`src/rtl/signed_adder_pkg.sv`:
```
// Shared types and constants for the signed adder with BCD seven-segment display:
// active-low gfedcba digit patterns, controller states and the nibble decoder.
package signed_adder_pkg;

  localparam logic [6:0] SEG_0     = 7'b1000000;
  localparam logic [6:0] SEG_1     = 7'b1111001;
  localparam logic [6:0] SEG_2     = 7'b0100100;
  localparam logic [6:0] SEG_3     = 7'b0110000;
  localparam logic [6:0] SEG_4     = 7'b0011001;
  localparam logic [6:0] SEG_5     = 7'b0010010;
  localparam logic [6:0] SEG_6     = 7'b0000010;
  localparam logic [6:0] SEG_7     = 7'b1111000;
  localparam logic [6:0] SEG_8     = 7'b0000000;
  localparam logic [6:0] SEG_9     = 7'b0010000;
  localparam logic [6:0] SEG_BLANK = 7'b1111111;
  localparam logic [6:0] SEG_MINUS = 7'b0111111;

  typedef enum logic [1:0] {IDLE, CONV, DONE} state_t;

  function automatic logic [6:0] bcd_to_seg7(input logic [3:0] nibble);
    case (nibble)
      4'd0:    return SEG_0;
      4'd1:    return SEG_1;
      4'd2:    return SEG_2;
      4'd3:    return SEG_3;
      4'd4:    return SEG_4;
      4'd5:    return SEG_5;
      4'd6:    return SEG_6;
      4'd7:    return SEG_7;
      4'd8:    return SEG_8;
      4'd9:    return SEG_9;
      default: return SEG_BLANK;
    endcase
  endfunction

  function automatic longint pow10(input int n);
    longint p;
    p = 1;
    for (int i = 0; i < n; i++) p = p * 10;
    return p;
  endfunction

endpackage

```
`src/rtl/signed_adder_bcd_display_bin2bcd_serial.sv`:
```
// Serial binary-to-BCD converter (shift-add-3), one bit per cycle for WIDTH cycles.
// bcd holds the last finished conversion and only changes on the final iteration.
module bin2bcd_serial #(
  parameter int WIDTH = 8,
  parameter int NDIG  = 3
) (
  input  logic                clk,
  input  logic                reset,
  input  logic                start,
  input  logic [WIDTH-1:0]    bin,
  output logic                busy,
  output logic                done,
  output logic [4*NDIG-1:0]   bcd
);

  localparam int CW = $clog2(WIDTH + 1);

  logic [CW-1:0]     r_cnt;
  logic [WIDTH-1:0]  r_bin;
  logic [4*NDIG-1:0] r_work;
  logic [4*NDIG-1:0] r_bcd;
  logic [4*NDIG-1:0] w_adj;
  logic [4*NDIG-1:0] w_next;

  always_comb begin
    w_adj = r_work;
    for (int i = 0; i < NDIG; i++) begin
      if (r_work[4*i +: 4] >= 4'd5) w_adj[4*i +: 4] = r_work[4*i +: 4] + 4'd3;
    end
    w_next = {w_adj[4*NDIG-2:0], r_bin[WIDTH-1]};
  end

  assign busy = (r_cnt != '0);
  assign done = (r_cnt == CW'(1));
  assign bcd  = r_bcd;

  always_ff @(posedge clk) begin
    if (reset) begin
      r_cnt <= '0;
      r_bcd <= '0;
    end else if (start) begin
      r_cnt <= CW'(WIDTH);
    end else if (busy) begin
      r_cnt <= r_cnt - CW'(1);
      if (done) r_bcd <= w_next;
    end
  end

  // working shift registers carry no reset; start always reinitialises them
  always_ff @(posedge clk) begin
    if (start) begin
      r_bin  <= bin;
      r_work <= '0;
    end else if (busy) begin
      r_bin  <= {r_bin[WIDTH-2:0], 1'b0};
      r_work <= w_next;
    end
  end

endmodule

```
`src/rtl/signed_adder_bcd_display.sv`:
```
// Registered signed add/subtract with decimal seven-segment readout of the wrapped result.
// Optional build macro LEADING_ZERO_BLANK_EN blanks digits above the highest nonzero one.
module signed_adder_bcd_display
  import signed_adder_pkg::*;
#(
  parameter int WIDTH = 8,
  parameter int NDIG  = 3
) (
  input  logic                clk,
  input  logic                reset,
  input  logic                in_valid,
  output logic                in_ready,
  input  logic [WIDTH-1:0]    a,
  input  logic [WIDTH-1:0]    b,
  input  logic                sub,
  output logic [WIDTH-1:0]    result,
  output logic                overflow,
  output logic                out_valid,
  output logic [7*NDIG-1:0]   seg,
  output logic [6:0]          seg_sign
);

  if (pow10(NDIG) <= (longint'(1) << (WIDTH - 1))) begin : g_ndig_check
    $error("NDIG too small: 10**NDIG must exceed 2**(WIDTH-1)");
  end

  state_t               r_state;
  logic [WIDTH-1:0]     r_result;
  logic                 r_ovf;
  logic                 r_out_valid;
  logic [WIDTH-1:0]     r_sum_hold;
  logic                 r_ovf_hold;

  logic signed [WIDTH:0] w_a_ext;
  logic signed [WIDTH:0] w_b_ext;
  logic signed [WIDTH:0] w_b_op;
  logic signed [WIDTH:0] w_sum;
  logic                  w_ovf;
  logic [WIDTH-1:0]      w_res;
  logic [WIDTH-1:0]      w_mag;
  logic                  w_start;
  logic                  w_busy;
  logic                  w_done;
  logic [4*NDIG-1:0]     w_bcd;
  logic [7*NDIG-1:0]     w_seg;

  // One guard bit makes -b exact for the most negative b and exposes overflow.
  assign w_a_ext = {a[WIDTH-1], a};
  assign w_b_ext = {b[WIDTH-1], b};
  assign w_b_op  = sub ? -w_b_ext : w_b_ext;
  assign w_sum   = w_a_ext + w_b_op;
  assign w_ovf   = w_sum[WIDTH] ^ w_sum[WIDTH-1];
  assign w_res   = w_sum[WIDTH-1:0];
  assign w_mag   = w_res[WIDTH-1] ? -w_res : w_res;

  assign in_ready = (r_state == IDLE) && !w_busy && !reset;
  assign w_start  = in_valid && in_ready;

  bin2bcd_serial #(.WIDTH(WIDTH), .NDIG(NDIG)) u_bin2bcd (
    .clk   (clk),
    .reset (reset),
    .start (w_start),
    .bin   (w_mag),
    .busy  (w_busy),
    .done  (w_done),
    .bcd   (w_bcd)
  );

  always_ff @(posedge clk) begin
    if (reset) begin
      r_state     <= IDLE;
      r_result    <= '0;
      r_ovf       <= 1'b0;
      r_out_valid <= 1'b0;
    end else begin
      case (r_state)
        IDLE: begin
          r_out_valid <= 1'b0;
          if (w_start) r_state <= CONV;
        end
        CONV: begin
          if (w_done) begin
            r_result    <= r_sum_hold;
            r_ovf       <= r_ovf_hold;
            r_out_valid <= 1'b1;
            r_state     <= DONE;
          end
        end
        DONE: begin
          r_out_valid <= 1'b0;
          r_state     <= IDLE;
        end
        default: r_state <= IDLE;
      endcase
    end
  end

  always_ff @(posedge clk) begin
    if (w_start) begin
      r_sum_hold <= w_res;
      r_ovf_hold <= w_ovf;
    end
  end

  always_comb begin
    w_seg = '0;
    for (int i = 0; i < NDIG; i++) w_seg[7*i +: 7] = bcd_to_seg7(w_bcd[4*i +: 4]);
`ifdef LEADING_ZERO_BLANK_EN
    begin : blank_leading
      logic w_lead;
      w_lead = 1'b1;
      for (int i = NDIG - 1; i > 0; i--) begin
        if (w_bcd[4*i +: 4] != 4'd0) w_lead = 1'b0;
        if (w_lead) w_seg[7*i +: 7] = SEG_BLANK;
      end
    end
`else
    w_seg = w_seg;
`endif
  end

  assign result    = r_result;
  assign overflow  = r_ovf;
  assign out_valid = r_out_valid;
  assign seg       = w_seg;
  assign seg_sign  = r_result[WIDTH-1] ? SEG_MINUS : SEG_BLANK;

endmodule

```
`config.mk`:
```
export PLATFORM = sky130hd
export DESIGN_NAME = signed_adder_bcd_display
export DESIGN_NICKNAME = d
export VERILOG_FILES = /design/src/rtl/signed_adder_pkg.sv /design/src/rtl/signed_adder_bcd_display_bin2bcd_serial.sv /design/src/rtl/signed_adder_bcd_display.sv
export SDC_FILE = /design/constraint.sdc
export NUM_CORES = 1
export LEC_CHECK = 0
export BUFFER_PORTS_ARGS = -buffer_cell sky130_fd_sc_hd__buf_4
export CAP_MARGIN = 20
export CORE_ASPECT_RATIO = 0.7
export CORE_MARGIN = 5
export CORE_UTILIZATION = 25
export DETAILED_ROUTE_END_ITERATION = 7
export PLACE_DENSITY = 0.38
export SLEW_MARGIN = 20
export SYNTH_ARGS = -nofsm -noshare
export SYNTH_HDL_FRONTEND = slang
export SYNTH_HIERARCHICAL = 1
export SYNTH_SLANG_ARGS = --single-unit
```
`constraint.sdc`:
```
create_clock -name clk -period 5.1 [get_ports clk]
set_input_delay 0.765 -clock clk [delete_from_list [all_inputs] [get_ports clk]]
set_output_delay 0.765 -clock clk [all_outputs]
set_load 0.05 [all_outputs]
```
==> impl_metrics.tcl, run 1 <==
set metrics [dict create \
    synth_top_area_share_pct 20.96 \
    clock_sinks 57 \
    cts_tree "yes" \
    synth.area.top_cells "dfxtp_1 (21%), edfxtp_1 (13%), ha_1 (11%), nor2_1 (4.7%), nand2_1 (4.5%)" \
    ys_top_cells_by_count "nor2_1 (48), nand2_1 (46), dfxtp_1 (40), ha_1 (34), a21oi_1 (31)" \
    cts_inserted_buffers 9 \
    start_util_pct 25.71 \
    row_count 37 \
    syn_area_sq_mm 0.003821 \
    area_growth_pct 23.12 \
    reg2reg_to "u_bin2bcd/r_bin[0]$_SDFFCE_PN0P_" \
    worstSetupStartpointType "flip-flop" \
    synth.most_common_cell "nor2_1" \
    cap_viol_max_count 0 \
    tns_ps 0 \
    end_kind "flip-flop" \
    arrival_ps 3230 \
    grt_pass1_wl_microns 14880 \
    skew_ps 5.520 \
    htree_levels 3 \
    yosysSeqAreaShare_pct 34.32 \
    ir_drop_v 0.0002287 \
    layout.cells.non_filler 680 \
    synth.largest_area_cell "dfxtp_1" \
    tightest_slew_ps 637.7 \
    cts_resized 0 \
    final_layout_size_suffix_gt1_share_pct 20.82 \
    p_sw_mw 1.340 \
    required_ps 5090 \
    min_to "out_valid$_SDFFE_PP0P_" \
    drc 0 \
    clockBufferDepth 2 \
    period_share_pct 63.54 \
    n_antenna_cell 0 \
    nFillCells 1553 \
    post_drt_wl_per_cell_microns 13.28 \
    rsz0062_at_grt "no" \
    grt.overflow.total 0 \
    synth_cell_types 52 \
    final_util_pct 31.66 \
    synth_edf_count 17 \
    drt_first_pass_iters 4 \
    place_area_sq_mm 0.004362 \
    ios 59 \
    p_int_mw 1.649 \
    port-buffer-count 52 \
    outcome "completed" \
    grt_pass1_vias 2918 \
    ys.flop_type "dfxtp_1" \
    clock-root-buffer "clkbuf_16" \
    worstHoldPathCells 2 \
    drv_slew 0 \
    die_h_microns 113.4 \
    cts_setup_buffers 0 \
    clkPwrFrac_pct 23.3 \
    grt_max_degree 27 \
    p_sw_share_pct 44.84 \
    hold_buffers 0 \
    routed_wl_microns 9032 \
    hold_start "out_valid$_SDFFE_PP0P_" \
    timing.fmax_ghz 0.3086 \
    syn_inst 431 \
    setup.worst_path.start "u_bin2bcd/r_cnt[0]$_SDFFE_PP0P_" \
    hold_viol_final 0 \
    r2r-start "u_bin2bcd/r_cnt[0]$_SDFFE_PP0P_" \
    critPathKind "reg -> reg" \
    relSlewSlack_pct 57.36 \
    cts.clk_slew.worst_paths_ps 50 \
    cellPowerDensity_mw_per_mm2 635.4 \
    die_w_microns 157.8 \
    async_reset_ff_share_pct 0 \
    setup-violations-final 0 \
    hold_class "reg -> reg" \
    drtIter0Drc 183 \
    combinationalPowerShare_pct 50.4 \
    period_minus_slack_ps 3241 \
    placedCellCount 664 \
    power_frac_seq_pct 26.3 \
    core_sq_mm 0.01486 \
    dp_hpwl_microns 6870 \
    yosys_warnings 6 \
    reg2reg_depth 8 \
    reg2reg_slack_ps 1860 \
    place.gp.congestion 0.7810 \
    vias_per_cell 4.528 \
    p_leak_nw 1.959 \
    antenna_found_initial 0 \
    die_area_sq_mm 0.01790 \
    final_area_sq_mm 0.004705 \
    avgSynthCellArea_sq_um 8.866 \
    grtUsageTotal_pct 10.46 \
    nNetsFinal 535 \
    synth.ff_latch_count 57 \
    num_vias 3079 \
    final_antenna_net_count 0 \
    insertion_delay_ps 330 \
    cp_max_fo 18 \
]
## sequential cells by signal, indices dropped and copies added (netlist names)
signal,count
u_bin2bcd/r_work,12
r_ovf_hold,1
overflow,1
u_bin2bcd/r_cnt,4
r_sum_hold,8
u_bin2bcd/r_bin,8
r_state,2
out_valid,1
u_bin2bcd/bcd,12
result,8
## placed cells by master, fill, tap and decap left out, types with 6 or more instances in the layout
cell type  netlist  layout
mux2_2           7       7
edfxtp_1        17      17
mux2i_1         12      12
clkbuf_16        0       9
ha_1            34      34
dfxtp_1         40      40
a21oi_1         31      31
nand2_1         46      46
o32ai_1          7       7
o21ai_0         21      21
a211oi_1         8       8
conb_1           1       6
a31oi_1          7       7
nand2b_1         9       9
nor2_1          48      48
buf_4            7      53
nand3_1          9       9
xnor2_1         17      17
inv_1           30      30
## power groups by stage
stage	Combinational (mW)	Clock, mW	Sequential (mW)
floorplan	1.21	0	0.731
global placement	1.52	0	0.794
detailed placement	1.52	0	0.793
CTS	1.52	0.715	0.786
global route	1.67	0.736	0.811
finish	1.51	0.696	0.786
## worst max path at each step
stage | endpoint | cells past startpoint | slack, ps
floorplan | u_bin2bcd/r_bin[0]$_SDFFCE_PN0P_ | 10 | 800
finish | u_bin2bcd/r_bin[0]$_SDFFCE_PN0P_ | 8 | 1860
detailed placement | u_bin2bcd/r_bin[5]$_DFFE_PP_ | 14 | 1530
CTS | u_bin2bcd/r_bin[1]$_DFFE_PP_ | 8 | 1820
global route | u_bin2bcd/r_bin[1]$_DFFE_PP_ | 8 | 1520
global placement | u_bin2bcd/r_bin[5]$_DFFE_PP_ | 14 | 1570
## layout make-up
cell class	instances	area [sq um]	share of cell area [%]
inverters	32	122.6	2.606
clock buffers	9	225.2	4.787
repair buffers	53	397.9	8.457
flip-flops and latches	57	1311	27.87
multi-input cells	327	2286	48.59
clock inverters	7	117.6	2.500
well taps	195	244.0	5.186
## kinds of logic after synthesis
| logic type | after synthesis | share of synthesized area, % |
|---|---|---|
| other cells | 1 | 0.09814 |
| buf+inv | 52 | 6.352 |
| xor+xnor | 21 | 5.010 |
| flops | 57 | 34.32 |
| simple gates | 145 | 18.73 |
| compound gates | 101 | 18.63 |
| mux | 19 | 5.207 |
| fa+ha+maj | 35 | 11.66 |
## per-layer routing
layer  vias up  wire (microns)  GRT usage (%)
met5         -               0              0
met3         9             409          2.844
met1      1421            5108          16.38
li1       1598               -              -
met2        51            3405          13.54
met4         0             108          3.266
## per-stage QoR
stage / setup WS, ps / hold slack [ps] / total power [mW]
2_1_floorplan: 796.4 / 451.6 / 1.942
3_3_place_gp: 1572 / 454.9 / 2.311
3_5_place_dp: 1533 / 457.0 / 2.314
4_1_cts: 1816 / 465.5 / 3.024
5_1_grt: 1515 / 513.0 / 3.214
6_report: 1859 / 464.5 / 2.989
## worst max-delay path: stages, from the launching register on
cell	delay, ps
dfxtp_1	330
inv_1	120
ha_1	240
nor3b_4	500
inv_4	210
nor4_1	410
and2_1	350
clkinv_1	340
nand2_1	400
Power figures use the tool's default switching activity.
==> run 2: changes to the inputs <==
==> constraint.sdc (replaced) <==
create_clock -name clk -period 3.05 [get_ports clk]
set_input_delay 0.4575 -clock clk [delete_from_list [all_inputs] [get_ports clk]]
set_output_delay 0.4575 -clock clk [all_outputs]
set_load 0.05 [all_outputs]
==> run 2 against run 1 <==
- core utilization grew 1.1 points
- sequential share of layout area shrank 0.96 points
- clock skew grew 2.1 ps
- via count grew 2.6%
- critical endpoint is now u_bin2bcd/r_bin[6]$_DFFE_PP_
- critical path type is now in -> reg
- largest power group unchanged
==> impl_metrics.tcl, run 2 (same netlist as run 1, synthesis figures left out) <==
set metrics [dict create \
    antenna_found_initial 0 \
    arrival_ps 2890 \
    p_leak_nw 2.076 \
    cts_setup_buffers 0 \
    dp_hpwl_microns 7044 \
    final_common_cell "buf_4" \
    end_kind "flip-flop" \
    ir_drop_v 0.0002839 \
    critical-path-top-delay-family "compound AO/OA/AOI/OAI gates" \
    hold_class "reg -> reg" \
    slowest_delay_ps 400 \
    start_util_pct 25.71 \
    grt_max_degree 28 \
    placedCellCount 691 \
    cp_max_fo 5 \
    highest_layer "met4" \
    port-buffer-count 52 \
    outcome "completed" \
    cellPowerDensity_mw_per_mm2 1019 \
    tns_ps 0 \
    cts_tree "yes" \
    final_cell_mix "buf_4 (80), nor2_1 (48), nand2_1 (45)" \
    critPathKind "in -> reg" \
    final_layout_size_suffix_gt1_share_pct 25.39 \
    wl_met1_microns 5121 \
    layout_setup_ws_ps 237.8 \
    period_share_pct 92.20 \
    drv_slew 0 \
    area_growth_pct 27.50 \
    required_ps 3130 \
    die_h_microns 113.4 \
    grt.overflow.total 0 \
    routed_wl_microns 9223 \
    drt_first_pass_iters 5 \
    drtIter0Drc 190 \
    clock_sinks 57 \
    vias_per_cell 4.470 \
    hold_buffers 0 \
    insertion_delay_ps 330 \
    post_drt_wl_per_cell_microns 13.05 \
    worstSetupStartpointType "input pin" \
    final_util_pct 32.79 \
    num_vias 3160 \
    final_antenna_net_count 0 \
    met2_length_microns 3532 \
    place_ws_ps -100.2 \
    row_count 37 \
    final_area_sq_mm 0.004872 \
    setup-violations-final 0 \
    die_area_sq_mm 0.01790 \
    hold_viol_final 0 \
    clock-root-buffer "clkbuf_16" \
    timing.fmax_ghz 0.3556 \
    period_minus_slack_ps 2812 \
    grtUsageTotal_pct 10.68 \
    rsz0062_at_grt "no" \
    critPathBufInv 3 \
    path_cells "buf_4, inv_1, ha_1, nand2_1, nand2_1, xnor2_1, ha_1, a21oi_2, nand2_1, buf_4, nor2_1, xnor2_1, o41ai_2, xnor2_1, mux2_2" \
    skew_ps 7.588 \
    layout.cells.non_filler 707 \
    n_antenna_cell 0 \
    wl_met3_microns 455 \
    place_area_sq_mm 0.004584 \
    cts.clk_slew.worst_paths_ps 50 \
    grt_pass1_wl_microns 15370 \
    nNetsFinal 562 \
    die_w_microns 157.8 \
    p_total_mw 4.963 \
    drc 0 \
    htree_levels 3 \
    fin_hold_ws_ps 474.0 \
    cap_viol_max_count 0 \
    grt_pass1_vias 3120 \
    ios 59 \
    clockBufferDepth 2 \
    core_sq_mm 0.01486 \
    cts_inserted_buffers 9 \
    slowest_stage "o41ai_2" \
    place.gp.congestion 0.7633 \
    cts_resized 0 \
]
[run 2: final cells by class]
cell class	instances	area (sq um)
clock inverters	5	55.05
fillers	1531	9988
repair buffers	80	600.6
flip-flops and latches	57	1311
multi-input cells	327	2306
clock buffers	11	232.7
well taps	195	244.0
inverters	32	122.6
[run 2: routing by layer]
layer	global-route usage, %	up-vias
met2	14.33	60
li1	-	1657
met5	0	-
met1	16.15	1434
met3	3.223	9
met4	3.266	0
[run 2: worst min-delay path: stages, from the launching register on]
cell	delay (ps)
dfxtp_1	310
nand2_1	60
a21oi_1	60
[run 2: final timing paths]
kind | startpoint | end | slack [ps] | cells after the start
setup / recovery | b[0] | u_bin2bcd/r_bin[6]$_DFFE_PP_ | 240 | 15
hold / removal | out_valid$_SDFFE_PP0P_ | out_valid$_SDFFE_PP0P_ | 470 | 2
setup reg to reg | u_bin2bcd/r_cnt[0]$_SDFFE_PP0P_ | u_bin2bcd/r_bin[1]$_DFFE_PP_ | 590 | 8
hold reg to reg | out_valid$_SDFFE_PP0P_ | out_valid$_SDFFE_PP0P_ | 470 | 2
[run 2: power breakdown]
group	internal (mW)	switching, mW	leakage (nW)
combinational	1.00	1.67	1.44
clock	0.631	0.345	0.140
sequential	1.06	0.252	0.492
total	2.70	2.26	2.08
